$ cat config.mk
export PLATFORM = sky130hd
export DESIGN_NAME = snake_body
export DESIGN_NICKNAME = d
export VERILOG_FILES = /design/src/rtl/snake_body.sv
export SDC_FILE = /design/constraint.sdc
export NUM_CORES = 1
export LEC_CHECK = 0
export CAP_MARGIN = 30
export CORE_ASPECT_RATIO = 0.75
export CORE_MARGIN = 2
export CORE_UTILIZATION = 55
export DETAILED_ROUTE_END_ITERATION = 12
export GPL_TIMING_DRIVEN = 0
export PLACE_DENSITY = 0.82
export REMOVE_ABC_BUFFERS = 1
export SETUP_SLACK_MARGIN = 0.05
export SLEW_MARGIN = 20
export SYNTH_ARGS = -nofsm -noshare
export SYNTH_HDL_FRONTEND = slang
export SYNTH_SLANG_ARGS = --single-unit
$ cat constraint.sdc
create_clock -name clk -period 12.1 [get_ports clk]
set_input_delay 2.42 -clock clk [delete_from_list [all_inputs] [get_ports clk]]
set_output_delay 2.42 -clock clk [all_outputs]
set_load 0.1 [all_outputs]
$ cat src/rtl/snake_body.sv
// Snake movement and collision engine on a 32x24 cell grid.
// Advances the snake one cell per game tick, detects wall/self collisions,
// pulses get_food when the head lands on the food cell, and answers
// per-cell occupancy queries for the renderer.
// Optional build macro: WRAP_EN -- edges wrap around instead of colliding.
module snake_body #(
  parameter int MAX_LEN  = 16,
  parameter int INIT_LEN = 3
) (
  input  logic       clk,
  input  logic       rst,
  input  logic [1:0] game_state,
  input  logic       step,
  input  logic [1:0] dir_in,
  input  logic [4:0] food_x,
  input  logic [4:0] food_y,
  output logic       get_food,
  output logic       hit,
  output logic [4:0] head_x,
  output logic [4:0] head_y,
  output logic [4:0] snake_len,
  input  logic [4:0] query_x,
  input  logic [4:0] query_y,
  output logic       query_body,
  output logic       query_head
);

  localparam logic [1:0] GS_PLAY = 2'b01;
  localparam logic [1:0] D_UP    = 2'b00;
  localparam logic [1:0] D_DOWN  = 2'b01;
  localparam logic [1:0] D_LEFT  = 2'b10;
  localparam logic [1:0] D_RIGHT = 2'b11;
  localparam logic [4:0] X_MAX   = 5'd31;
  localparam logic [4:0] Y_MAX   = 5'd23;

`ifdef WRAP_EN
  localparam bit WRAP = 1'b1;
`else
  localparam bit WRAP = 1'b0;
`endif

  typedef enum logic [1:0] {S_INIT, S_RUN, S_DEAD} state_t;

  state_t     state_q, state_d;
  logic [4:0] len_q, len_d;
  logic [1:0] dir_q, dir_d;
  logic       get_food_q, get_food_d;
  logic       hit_q, hit_d;
  logic       play_q;
  logic [4:0] seg_x_q [MAX_LEN];
  logic [4:0] seg_y_q [MAX_LEN];
  logic [4:0] seg_x_d [MAX_LEN];
  logic [4:0] seg_y_d [MAX_LEN];

  logic       playing;
  logic       init_evt;
  logic [1:0] new_dir;
  logic [4:0] nxt_x, nxt_y;
  logic       wall;
  logic       eat;
  logic [5:0] self_lim;
  logic       self_hit;

  assign playing  = (game_state == GS_PLAY);
  // A fresh game starts on reset or on entry into the play state.
  assign init_evt = rst | (playing & ~play_q);
  // Reversal requests (up<->down, left<->right differ only in bit 0) are ignored.
  assign new_dir  = (dir_in == {dir_q[1], ~dir_q[0]}) ? dir_q : dir_in;
  assign eat      = (nxt_x == food_x) && (nxt_y == food_y);

  // Candidate head cell; edge crossings flag a wall hit unless wrapping is built in.
  always_comb begin
    nxt_x = seg_x_q[0];
    nxt_y = seg_y_q[0];
    wall  = 1'b0;
    case (new_dir)
      D_UP: begin
        if (seg_y_q[0] == 5'd0) begin
          wall  = !WRAP;
          nxt_y = Y_MAX;
        end else begin
          nxt_y = seg_y_q[0] - 5'd1;
        end
      end
      D_DOWN: begin
        if (seg_y_q[0] == Y_MAX) begin
          wall  = !WRAP;
          nxt_y = 5'd0;
        end else begin
          nxt_y = seg_y_q[0] + 5'd1;
        end
      end
      D_LEFT: begin
        if (seg_x_q[0] == 5'd0) begin
          wall  = !WRAP;
          nxt_x = X_MAX;
        end else begin
          nxt_x = seg_x_q[0] - 5'd1;
        end
      end
      default: begin
        if (seg_x_q[0] == X_MAX) begin
          wall  = !WRAP;
          nxt_x = 5'd0;
        end else begin
          nxt_x = seg_x_q[0] + 5'd1;
        end
      end
    endcase
  end

  // Self collision: the tail cell vacates on a plain move but stays when eating.
  always_comb begin
    self_lim = eat ? {1'b0, len_q} : ({1'b0, len_q} - 6'd1);
    self_hit = 1'b0;
    for (int i = 0; i < MAX_LEN; i++) begin
      if ((6'(i) < self_lim) && (seg_x_q[i] == nxt_x) && (seg_y_q[i] == nxt_y)) begin
        self_hit = 1'b1;
      end
    end
  end

  // Next-state logic: init, move/eat, collision, and game-state driven transitions.
  always_comb begin
    state_d    = state_q;
    len_d      = len_q;
    dir_d      = dir_q;
    get_food_d = 1'b0;
    hit_d      = 1'b0;
    seg_x_d    = seg_x_q;
    seg_y_d    = seg_y_q;
    if (init_evt) begin
      state_d = S_INIT;
      len_d   = 5'(INIT_LEN);
      dir_d   = D_RIGHT;
      for (int i = 0; i < MAX_LEN; i++) begin
        seg_x_d[i] = 5'(16 - i);
        seg_y_d[i] = 5'd12;
      end
    end else begin
      case (state_q)
        S_INIT: state_d = S_RUN;
        S_RUN: begin
          if (playing && step) begin
            if (wall || self_hit) begin
              hit_d   = 1'b1;
              state_d = S_DEAD;
            end else begin
              for (int i = MAX_LEN - 1; i > 0; i--) begin
                seg_x_d[i] = seg_x_q[i-1];
                seg_y_d[i] = seg_y_q[i-1];
              end
              seg_x_d[0] = nxt_x;
              seg_y_d[0] = nxt_y;
              dir_d      = new_dir;
              if (eat) begin
                get_food_d = 1'b1;
                if (len_q < 5'(MAX_LEN)) len_d = len_q + 5'd1;
              end
            end
          end
        end
        S_DEAD: if (!playing) state_d = S_INIT;
        default: state_d = S_INIT;
      endcase
    end
  end

  // Control registers with synchronous reset.
  always_ff @(posedge clk) begin
    if (rst) begin
      state_q    <= S_INIT;
      len_q      <= 5'(INIT_LEN);
      dir_q      <= D_RIGHT;
      get_food_q <= 1'b0;
      hit_q      <= 1'b0;
    end else begin
      state_q    <= state_d;
      len_q      <= len_d;
      dir_q      <= dir_d;
      get_food_q <= get_food_d;
      hit_q      <= hit_d;
    end
  end

  // Play-state history for entry detection; tracks the input even during reset.
  always_ff @(posedge clk) begin
    play_q <= playing;
  end

  // Segment storage; reset reaches it through init_evt.
  always_ff @(posedge clk) begin
    seg_x_q <= seg_x_d;
    seg_y_q <= seg_y_d;
  end

  // Renderer occupancy lookup over live segments only.
  always_comb begin
    query_body = 1'b0;
    for (int i = 0; i < MAX_LEN; i++) begin
      if ((5'(i) < len_q) && (seg_x_q[i] == query_x) && (seg_y_q[i] == query_y)) begin
        query_body = 1'b1;
      end
    end
    if (query_y > Y_MAX) query_body = 1'b0;
  end

  assign query_head = (query_y <= Y_MAX) && (seg_x_q[0] == query_x) && (seg_y_q[0] == query_y);
  assign get_food   = get_food_q;
  assign hit        = hit_q;
  assign head_x     = seg_x_q[0];
  assign head_y     = seg_y_q[0];
  assign snake_len  = len_q;

endmodule

==> results.py, run 1 <==
metrics = {
    "routing": {
        "drc": 0,
        "viasPerCell": 7.18,
        "via_count": 13600,
        "drt-pass1-iter-count": 7,
        "wl_met1_mm": 19.0,
        "ant_nets": 0,
        "drtIter0Drc": 2663,
        "met3_length_mm": 7.91,
        "wl_per_cell_um": 25.7,
        "routed.top_layer": "met5",
        "wirelength_mm": 48.7,
        "met2_length_mm": 19.5,
    },
    "status": {
        "status": "complete, no violations",
    },
    "min_path": {
        "min_from": "state_q[1]",
        "holdCritPathClass": "reg2reg",
        "hold-path-cell-count": 2,
        "whs_endpoint": "state_q[1]",
    },
    "timing": {
        "skew_ps": 15.2,
        "max_freq_mhz": 121,
        "finalMaxSlewViolations": 0,
        "tightest_slew_ps": 1090,
        "fin_crit_ps": 8260,
        "fin_crit_sh_pct": 68.3,
        "setup_viol": 0,
        "whs_ps": 515,
        "hold_viol": 0,
        "setup_ws_ps": 3840,
        "relSlewSlack_pct": 25.1,
        "final.setup.tns_ps": 0,
        "rsz0062_at_grt": "no",
    },
    "cells_and_area": {
        "fillCellCount": 1988,
        "design_area_um2": 14300,
        "syn_to_final_growth_pct": 11.5,
        "n_antenna_cell": 0,
        "instances_no_fill": 1897,
        "drive_gt1_share_pct": 7.20,
        "final_common_cell": "nand3_1",
        "final_cell_mix": "nand3_1 (228), dfxtp_1 (172), xnor2_1 (170)",
        "layout.nets": 1619,
    },
    "yosys": {
        "synth_top_cell_by_area": "dfxtp_1",
        "ys.flop_type": "dfxtp_1",
        "async_flop_share_pct": 0,
        "ys_top_cells_by_area": "dfxtp_1 (27%), xnor2_1 (12%), xor2_1 (9.5%), nand3_1 (8.9%), a21oi_1 (4.8%)",
        "yosysSeqAreaShare_pct": 26.9,
        "avgSynthCellArea_um2": 7.76,
        "synth_seq_cells": 172,
        "synth_edf_count": 0,
        "ys_warn_count": 0,
        "yosysTopAreaCellShare_pct": 26.9,
        "synthCells": 1651,
        "post_synth_num_cell_types": 84,
        "syn-cell-area_um2": 12800,
    },
    "cts": {
        "htree_levels": 4,
        "cts.root.buffer_cell": "clkbuf_16",
        "hold_buffers": 0,
        "cts_buffers": 17,
        "clkTransAtPathRegs_ps": 70,
        "clk_path_buf_depth": 2,
        "ctsResizeCount": 0,
        "cts_tree": "yes",
        "post-cts-setup-buffer-count": 0,
        "clk_latency_ps": 460,
        "clkSinkCount": 172,
    },
    "flow_run": {
        "cap_violations": 0,
    },
    "floorplanning": {
        "fp.dieArea_um2": 24600,
        "ios": 46,
        "rows": 48,
        "start_util_pct": 55.9,
        "fp.dieH_um": 136,
        "coreArea_um2": 22900,
        "die-width_um": 180,
    },
    "placed_design": {
        "dp_slack_ps": 3370,
        "place.gp.congestion": 0.979,
        "hpwl_mm": 33.4,
        "placed_area_um2": 13600,
        "dpl.cell_count": 1863,
        "port_buffers": 45,
    },
    "global_route": {
        "grt_pass1_vias": 12300,
        "grt_pass1_wl_mm": 74.2,
        "grt_max_degree": 63,
        "overflow": 0,
        "grt_usage_pct": 39.0,
        "antenna_found_initial": 1,
    },
    "setup_path": {
        "crit_fanout": 33,
        "r2r_end": "seg_y_q[49]",
        "crit_arrival_ps": 8600,
        "critPathLaunchType": "primary input",
        "worstRegToRegCells": 19,
        "crit_type": "in2reg",
        "crit_path_end_kind": "flop",
        "reg2reg_setup_slack_ps": 5370,
        "cp.required_ps": 12430,
        "rr_startpoint": "head_y[0]",
    },
    "pwr": {
        "p_leak_uw": 0.00474,
        "powerDensity_nw_per_um2": 99.7,
        "peakVddDrop_v": 0.0000999,
    },
}
==> flip-flops by register name, indices dropped and copies added (netlist names) <==
name and cells:
seg_y_q 75, head_y 5, state_q 2, head_x 5, dir_q 2, play_q 1
hit 1, get_food 1, seg_x_q 75, snake_len 5
==> cell type report <==
cell class,count,area (µm²),share of cell area (%)
multi-input combinational,1290,8640,60.5
inverter,22,82.6,0.578
sequential,172,3440,24.1
clock buffer,17,425,2.98
timing repair buffer,81,1100,7.69
tap,300,375,2.63
clock inverter,15,226,1.58
==> per-stage QoR <==
| step | utilization, % | power [µW] |
|---|---|---|
| 5_1_grt | 62.3 | 1450 |
| 6_report | 62.3 | 1430 |
| 3_3_place_gp | 56.2 | 791 |
| 4_1_cts | 62.2 | 1410 |
| 2_1_floorplan | - | 719 |
| 3_5_place_dp | 59.3 | 807 |
==> worst max-delay path, stage by stage <==
cell and delay, ps:
buf_2 600, buf_16 250, xor2_2 260, mux2i_2 440
buf_4 300, nor3_1 130, o21ai_1 440, and2_1 500
buf_8 240, xnor2_1 150, o2111ai_1 170, o2111ai_1 200
nor4b_2 450, nand4_1 690, buf_8 410, buf_8 160
buf_8 160, buf_6 150, buf_6 150, o21ai_0 170
a21oi_1 90
==> layer usage <==
metal  vias to the layer above  GRT usage [%]
met5                         -              0
met4                         2           16.4
met3                       229           12.6
met2                      1144           55.6
met1                      6414           53.8
li1                       5832              -
==> power breakdown <==
group | total, µW | internal [µW] | switching, µW
sequential | 585 | 572 | 13.1
combinational | 221 | 83.2 | 138
clock | 620 | 338 | 282
total | 1430 | 993 | 433
==> how the worst max path moves through the flow <==
stage              start            to  cells after the start
6_report       dir_in[1]   seg_y_q[49]                     21
3_5_place_dp   dir_in[1]   seg_y_q[49]                     20
2_1_floorplan  dir_in[1]  snake_len[1]                     12
5_1_grt        dir_in[1]   seg_y_q[55]                     21
4_1_cts        dir_in[1]   seg_y_q[49]                     20
3_3_place_gp   dir_in[1]  snake_len[1]                     13
==> logic make-up (layout without fill, tap and decap cells) <==
kind of cell / count (synthesis) / after routing / share of synthesized area [%]
buffers and inverters: 189 / 135 / 6.47
adders and majority gates: 8 / 8 / 0.781
muxes: 19 / 19 / 1.90
and+or+nand+nor: 510 / 510 / 21.6
xor gates and xnor gates: 313 / 313 / 21.7
DFF: 172 / 172 / 26.9
AOI/OAI and AO/OA: 440 / 440 / 20.7
==> synthesized netlist by cell type, drive strengths merged, types with 6 or more instances <==
| cell | n |
|---|---|
| nand3 | 229 |
| o21ai | 183 |
| dfxtp | 172 |
| xnor2 | 171 |
| xor2 | 140 |
| a21oi | 123 |
| buf | 87 |
| clkbuf | 80 |
| nand4 | 44 |
| nand2 | 42 |
| nor3 | 38 |
| nor2 | 37 |
| nor4 | 35 |
| inv | 21 |
| o211ai | 18 |
| a211oi | 14 |
| nand2b | 14 |
| a2111oi | 12 |
| a31oi | 12 |
| mux2i | 12 |
| or3 | 12 |
| o2111ai | 11 |
| nor3b | 9 |
| and3 | 8 |
| ha | 8 |
| nor4b | 8 |
| a21o | 7 |
| mux2 | 7 |
| nor2b | 6 |
| o21a | 6 |
(Power assumes the default switching activity.)
==> inputs of run 2 (changes only) <==
--- a/config.mk
+++ b/config.mk
@@ -11,7 +11,7 @@
 export CORE_UTILIZATION = 55
 export DETAILED_ROUTE_END_ITERATION = 12
 export GPL_TIMING_DRIVEN = 0
-export PLACE_DENSITY = 0.82
+export PLACE_DENSITY = 0.85
 export REMOVE_ABC_BUFFERS = 1
 export SETUP_SLACK_MARGIN = 0.05
 export SLEW_MARGIN = 20
==> constraint.sdc (replaced) <==
create_clock -name clk -period 7.35 [get_ports clk]
set_input_delay 1.47 -clock clk [delete_from_list [all_inputs] [get_ports clk]]
set_output_delay 1.47 -clock clk [all_outputs]
set_load 0.1 [all_outputs]
==> run 2 against run 1 <==
  * Sequential power up 64%
  * Total power up 56%
  * Highest routed layer is now met4
  * Clock skew down 0.75 ps
  * Global-route usage up 0.38 points
==> results.py, run 2 (synthesis results as in run 1) <==
metrics = {
    "global_route": {
        "met3_usage_pct": 14.3,
        "grt_usage_pct": 39.3,
        "grt_max_degree": 72,
        "top_usage_layer": "met2",
        "grt_pass1_wl_mm": 74.8,
        "overflow": 0,
        "met1_usage_pct": 52.5,
        "grt_pass1_vias": 12700,
        "antenna_found_initial": 0,
        "use_met2_pct": 57.0,
    },
    "floorplanning": {
        "ios": 46,
        "rows": 48,
        "start_util_pct": 55.9,
        "die-width_um": 180,
        "fp.dieH_um": 136,
        "coreArea_um2": 22900,
        "fp.dieArea_um2": 24600,
    },
    "routing": {
        "via_count": 13500,
        "drtIter0Drc": 2441,
        "wirelength_mm": 48.7,
        "viasPerCell": 7.12,
        "wl_per_cell_um": 25.6,
        "drt-pass1-iter-count": 8,
        "ant_nets": 0,
        "drc": 0,
    },
    "cells_and_area": {
        "area.sequential_um2": 3440,
        "fillCellCount": 2001,
        "instances_no_fill": 1898,
        "layout.nets": 1620,
        "drive_gt1_share_pct": 7.26,
        "final_common_cell": "nand3_1",
        "design_area_um2": 14200,
        "final_cell_mix": "nand3_1 (228), dfxtp_1 (172), xnor2_1 (170)",
        "multi_input_area_um2": 8650,
        "n_antenna_cell": 0,
        "top_regs": "seg_x_q x75, seg_y_q x75",
        "syn_to_final_growth_pct": 11.0,
    },
    "pwr": {
        "powerDensity_nw_per_um2": 156,
        "peakVddDrop_v": 0.000185,
        "p_leak_uw": 0.00470,
    },
    "cts": {
        "cts.root.buffer_cell": "clkbuf_16",
        "clkSinkCount": 172,
        "clk_path_buf_depth": 2,
        "clkTransAtPathRegs_ps": 70,
        "htree_levels": 4,
        "cts_tree": "yes",
        "hold_buffers": 0,
        "clk_latency_ps": 460,
        "cts_buffers": 17,
    },
    "timing": {
        "tightest_slew_ps": 1000,
        "finalMaxSlewViolations": 0,
        "max_freq_mhz": 141,
        "relSlewSlack_pct": 31.4,
        "setup_ws_ps": 255,
        "whs_ps": 524,
        "setup_viol": 0,
        "hold_viol": 0,
        "fin_crit_sh_pct": 96.5,
        "fin_crit_ps": 7090,
        "rsz0062_at_grt": "no",
        "skew_ps": 14.4,
    },
    "setup_path": {
        "crit_arrival_ps": 7430,
        "critPathLaunchType": "primary input",
        "cp.required_ps": 7690,
        "crit_path_end_kind": "flop",
        "rr_startpoint": "head_y[0]",
        "crit_fanout": 54,
        "r2r_end": "snake_len[4]",
        "reg2reg_setup_slack_ps": 600,
        "crit_type": "in2reg",
        "worstRegToRegCells": 15,
    },
    "min_path": {
        "hold-path-cell-count": 2,
        "whs_endpoint": "seg_x_q[45]",
        "min_from": "seg_x_q[50]",
        "holdCritPathClass": "reg2reg",
    },
    "placed_design": {
        "hpwl_mm": 33.2,
        "place.gp.congestion": 1.01,
        "dpl.cell_count": 1866,
        "placed_area_um2": 13700,
        "port_buffers": 45,
        "dp_slack_ps": -114,
    },
    "flow_run": {
        "cap_violations": 0,
    },
    "status": {
        "status": "complete, no violations",
    },
}
## run 2: changes by cell type in the layout (fill, tap and decap cells not counted), sizes merged
| cell | previous run | this run |
|---|---|---|
| buf | 47 | 48 |
| bufinv | 3 | 0 |
| clkbuf | 17 | 23 |
| clkinv | 6 | 3 |
| clkinvlp | 1 | 3 |
| inv | 27 | 25 |
## run 2: final cells by class
class,count,share of cell area [%]
Multi-Input combinational cell,1290,60.8
Sequential cell,172,24.2
Timing Repair Buffer,82,7.84
Clock buffer,23,3.43
Tap cell,300,2.64
Inverter,22,0.580
Clock inverter,9,0.536
## run 2: power by group
part	switching, µW	leakage [µW]	internal, µW
clock	421	0.000270	476
combinational	228	0.00304	135
sequential	20.3	0.00139	942
total	670	0.00470	1550
## run 2: what timing repair did
action | 4_1_cts | 5_1_grt
endpoints found under the setup margin | 0 | 48
resized for setup | 0 | 1
buffers inserted | 0 | 0
## run 2: worst max-delay path by stage
stage / from / to / slack (ps)
floorplan: dir_in[1] / snake_len[1] / -1600
global placement: dir_in[1] / snake_len[1] / -8150
detailed placement: dir_in[1] / snake_len[4] / -110
CTS: dir_in[1] / snake_len[4] / 270
global route: dir_in[1] / snake_len[4] / 120
finish: dir_in[1] / snake_len[4] / 260
## run 2: worst max-delay path: stages
cell	delay, ps
buf_2	390
buf_12	280
xor2_2	280
mux2i_2	590
buf_6	240
nor2_1	70
o21bai_1	410
and2_2	610
xor2_1	280
o41ai_1	230
o31ai_1	550
a31o_4	590
buf_12	320
nand2_1	560
o41ai_1	490
## run 2: metal layers
metal / up-vias / share of wire, %
met5: - / 0
met4: 0 / 4.5
met3: 202 / 15
met2: 1043 / 41
met1: 6413 / 40
li1: 5853 / -
## run 2: per-stage QoR
stage	total power, µW	utilization [%]	TNS, ps
floorplan	1180	-	-193580
global placement	1300	56.2	-1271320
detailed placement	1330	59.6	-187
CTS	2200	62.0	0
global route	2270	62.0	0
finish	2220	62.0	0
==> variant 1, RTL diff (settings of run 2) <==
Change the parameter `MAX_LEN` from 16 to 8.
--- a/src/rtl/snake_body.sv
+++ b/src/rtl/snake_body.sv
@@ -4,7 +4,7 @@
 // per-cell occupancy queries for the renderer.
 // Optional build macro: WRAP_EN -- edges wrap around instead of colliding.
 module snake_body #(
-  parameter int MAX_LEN  = 16,
+  parameter int MAX_LEN  = 8,
   parameter int INIT_LEN = 3
 ) (
   input  logic       clk,
Formal check against the unedited RTL: same outputs for any inputs over 4 cycles, from zero or initial values; that may be too few to reach the edited logic, so the function may still have changed.
==> variant 1 against run 2 <==
Largest power group unchanged. Register-to-register slack better by 1.2 ns. Power is 48% lower. Wire length is 58% lower. Hold slack worse by 0.0037 ns. Worst setup slack better by 0.65 ns. Synthesized area is 44% lower. Largest cell class unchanged. Sequential cell count is 80 lower. Sequential power is 47% lower. Die area is 43% lower. Global-route usage is 9.5 points lower. Via count is 53% lower. Cell area is 43% lower.
==> variant 1: results (changes against run 2) <==
[status]
outcome=finished, final reports clean  ; unchanged

[power]
peakVddDrop_uv=117  ; was 185 uV
p_leak_uw=0.00315  ; was 0.00470 uW
p_clk_uw=469  ; was 897 uW
p_int_uw=816  ; was 1550 uW
power_switching_share_pct=29.0  ; was 30.1%
pwr-share-seq_pct=44.1  ; was 43.3%

[global_route]
grt_pass1_vias=5931  ; was 12669
met1_usage_pct=41.3  ; was 52.5%
grt_first_pass_wirelength_mm=32.3  ; was 74.8 mm
grt_max_degree=43  ; was 72
met2_usage_pct=45.1  ; was 57.0%
grt_usage_pct=29.9  ; was 39.3%
use_met3_pct=7.94  ; was 14.3%

[place]
dp_slack_ns=0.763  ; was -0.114 ns
numPlacedInstances=1011  ; was 1866
dpl.hpwl_mm=14.8  ; was 33.2 mm
placed_area_um2=7730  ; was 13700 um^2

[logic_synthesis]
ys_top_cells_by_area=dfxtp_1 (26%), mux2i_1 (13%), xor2_1 (10%), xnor2_1 (9.2%), nor2_1 (3.9%)  ; was dfxtp_1 (27%), xnor2_1 (12%), xor2_1 (9.5%), nand3_1 (8.9%), a21oi_1 (4.8%)
synthMuxAreaShare_pct=14.3  ; was 1.90%
synth_top_family_by_area=simple AND/OR/NAND/NOR gates  ; was XOR/XNOR gates
synth-xor-area-share_pct=19.9  ; was 21.7%
yosysSeqAreaShare_pct=25.5  ; was 26.9%
synthAdderAreaFrac_pct=1.39  ; was 0.781%
synth_compound_area_share_pct=11.6  ; was 20.7%
ys_types=75  ; was 84
avgSynthCellArea_um2=8.41  ; was 7.76 um^2
synthTopCellsByCount=mux2i_1 (93), dfxtp_1 (92), xor2_1 (83)  ; was nand3_1 (228), dfxtp_1 (172), xnor2_1 (170)

[route]
viasPerCell=6.24  ; was 7.12
drt_first_pass_iters=5  ; was 8
wire_per_inst_um=19.7  ; was 25.6 um
wl_met3_mm=2.03  ; was 7.39 mm
vias=6409  ; was 13511
dr_wl_met2_mm=8.77  ; was 19.8 mm
wl_met1_mm=8.85  ; was 19.3 mm

[cts]
clkLatencyLatePin_ns=0.36  ; was 0.46 ns
htreeDepth=3  ; was 4
cts_inserted_buffers=9  ; was 17

[finish]
drive_gt1_share_pct=6.31  ; was 7.26%
nFillCells=1091  ; was 2001
fin_nets=886  ; was 1620
biggestRegsByFlops=seg_x_q: 35 flops, seg_y_q: 35 flops  ; was seg_x_q: 75 flops, seg_y_q: 75 flops

[setup_path]
cp_max_fo=41  ; was 54
cp.arrival_ns=6.73  ; was 7.43 ns

[sta]
fin_skew_ns=0.00959  ; was 0.0144 ns
worst_slew_pin_slew_ns=0.983  ; was 1.00 ns

## variant 1: cell type report
cell class | instances | area, um^2 | area share (%)
tap | 171 | 214 | 2.66
timing repair buffer | 53 | 638 | 7.94
multi-input combinational | 680 | 4980 | 62.0
clock buffer | 9 | 225 | 2.80
clock inverter | 7 | 81.3 | 1.01
sequential | 92 | 1840 | 22.9
inverter | 15 | 56.3 | 0.700
## variant 1: worst max-delay path: stages
cell and delay (ns):
buf_2 0.58, inv_1 0.54, nor4_1 0.73, o31ai_1 0.23, a211oi_1 0.30, nand4_1 0.12, nand4b_1 0.56, nand2b_1 0.36
a31oi_1 0.38, and3b_1 0.33, a21boi_4 0.65, buf_16 0.24, mux2i_1 0.20
## variant 1: final timing paths
check,startpoint,end,slack (ns),cells after the start
hold reg to reg,seg_x_q[1],seg_x_q[1],0.52,2
setup reg to reg,head_x[3],seg_x_q[5],1.78,13
hold / removal,seg_x_q[1],seg_x_q[1],0.52,2
setup / recovery,dir_in[1],seg_x_q[5],0.91,13
==> variant 2, RTL diff (settings of run 2) <==
Without the edit above. Re-encode `state_t` (3 states) as one-hot, 3 bits wide.
--- a/src/rtl/snake_body.sv
+++ b/src/rtl/snake_body.sv
@@ -39,7 +39,7 @@
   localparam bit WRAP = 1'b0;
 `endif
 
-  typedef enum logic [1:0] {S_INIT, S_RUN, S_DEAD} state_t;
+  typedef enum logic [2:0] {S_INIT = 3'b001, S_RUN = 3'b010, S_DEAD = 3'b100} state_t;
 
   state_t     state_q, state_d;
   logic [4:0] len_q, len_d;
Behaviour: no difference found for any inputs over 4 cycles, from zero or initial values; so few cycles prove little.
==> variant 2 against run 2 <==
Wire length is 5.1% lower. Critical path depth is 3 higher. Power is 2.6% lower. Synthesized area is 0.85% lower. Worst setup slack better by 0.044 ns. Cell area is 2.5% lower. Sequential cell count is 1 higher. Core utilization is 1.2 points lower. Critical path type unchanged. Largest power group unchanged.
==> variant 2: results (changes against run 2) <==
[place]
dp_slack_ns=-0.174  ; was -0.114 ns
dpl.hpwl_mm=32.2  ; was 33.2 mm
numPlacedInstances=1724  ; was 1866
gp_congestion=1.01  ; about the same

[setup_path]
cp.arrival_ns=7.42  ; was 7.43 ns
cp_max_fo=46  ; was 54
reg2reg_depth=19  ; was 15
crit_path_top_delay_cell=clkdlybuf4s50_1  ; was and2_2
cp_slowest_stage_delay_ns=0.59  ; was 0.61 ns
r2r-end=head_x[1]  ; was snake_len[4]
reg2reg_slack_ns=0.72  ; was 0.60 ns
rr_startpoint=head_x[0]  ; was head_y[0]

[global_route]
grt_max_degree=51  ; was 72
antenna_found_initial=1  ; was 0
grt_pass1_vias=11405  ; was 12669
grt_first_pass_wirelength_mm=69.4  ; was 74.8 mm
grt_usage_pct=37.6  ; was 39.3%

[finish]
nFillCells=1989  ; was 2001
layout.cells.non_filler=1761  ; was 1898
drive_gt1_share_pct=7.60  ; was 7.26%

[sta]
relSlewSlack_pct=32.8  ; was 31.4%
fin_skew_ns=0.0145  ; was 0.0144 ns
finalCritPeriodShare_pct=95.9  ; was 96.5%

[power]
peakVddDrop_uv=161  ; was 185 uV
p_leak_uw=0.00598  ; was 0.00470 uW

[logic_synthesis]
ys_types=97  ; was 84
postSynthCellCount=1496  ; was 1651

[route]
routed_wirelength_mm=46.2  ; was 48.7 mm
viasPerCell=6.77  ; was 7.12
drt_iter0_markers=1894  ; was 2441

[worst_hold_path]
worstHoldStart=state_q[2]  ; was seg_x_q[50]
min_path_cells=1  ; was 2

[status]
outcome=finished, final reports clean  ; unchanged

==> variant 2: cell types whose count changed in the layout (fill, tap and decap cells not counted), sizes merged, moves of 8 or more <==
cell	delta
buf	-11
nor3	-17
or3	-8
a21oi	-81
xnor2	-29
nand3	-205
o21ai	-147
nor2	+102
nand2	+78
xor2	+14
nor3b	-9
mux2i	+152
o22ai	+8
==> variant 2: where the power goes <==
part | switching (uW) | internal [uW] | leakage [uW] | total, uW
Combinational | 181 | 104 | 0.00430 | 285
Sequential | 3.77 | 940 | 0.00140 | 943
Clock | 415 | 521 | 0.000289 | 937
==> variant 2: critical path: cells and delay by family <==
kind	cells	cell delay, ns
mux	3	0.98
simple gates	5	1.31
compound gates	5	2.04
buf+inv	5	1.54
==> variant 2: final cells by class <==
cell class	count	share of cell area, %
inverters	25	0.676
well taps	300	2.70
clock inverters	11	0.956
multi-input cells	1160	61.5
flip-flops and latches	173	25.0
repair buffers	72	5.94
clock buffers	20	3.29
==> variant 2: worst max-delay path by stage <==
stage                 to  cells after the start       from
2_1_floorplan  head_x[0]                     13  head_x[4]
3_3_place_gp   head_y[1]                     14  dir_in[1]
3_5_place_dp   head_y[1]                     17  dir_in[0]
4_1_cts        head_y[1]                     17  dir_in[0]
5_1_grt        head_x[3]                     18  dir_in[0]
6_report       head_x[1]                     18  dir_in[0]
==> variant 2: kinds of logic (layout without fill, tap and decap cells) <==
| family | Yosys count | after routing | share of synthesized area [%] |
|---|---|---|---|
| simple gates | 448 | 449 | 17.2 |
| xor+xnor | 297 | 297 | 20.7 |
| compound gates | 234 | 234 | 13.8 |
| flops | 173 | 173 | 27.2 |
| mux | 172 | 172 | 13.9 |
| buf+inv | 164 | 128 | 6.32 |
| fa+ha+maj | 8 | 8 | 0.788 |
==> variant 2: repair_timing <==
item                       4_1_cts  5_1_grt
resized for setup                0        4
setup endpoints to repair        0      102
buffers inserted                 0        4
==> variant 2: metal layers <==
metal / up-vias / share of wire [%] / wire (um) / track usage (%)
met1: 5642 / 40 / 18400 / 49.6
met3: 176 / 16 / 7500 / 15.6
li1: 5189 / - / - / -
met5: - / 0.017 / 8 / 0
met2: 905 / 39 / 18000 / 52.2
met4: 2 / 4.9 / 2270 / 19.5
==> variant 2: through the flow <==
step | hold slack, ns | TNS (ns) | instance area (um^2)
after floorplan | 0.439 | -790.58 | 12000
after global placement | 0.464 | -1734.56 | 12800
after detailed placement | 0.492 | -3.87 | 13200
after CTS | 0.504 | 0 | 13800
after global routing | 0.540 | 0 | 13900
final | 0.516 | 0 | 13900
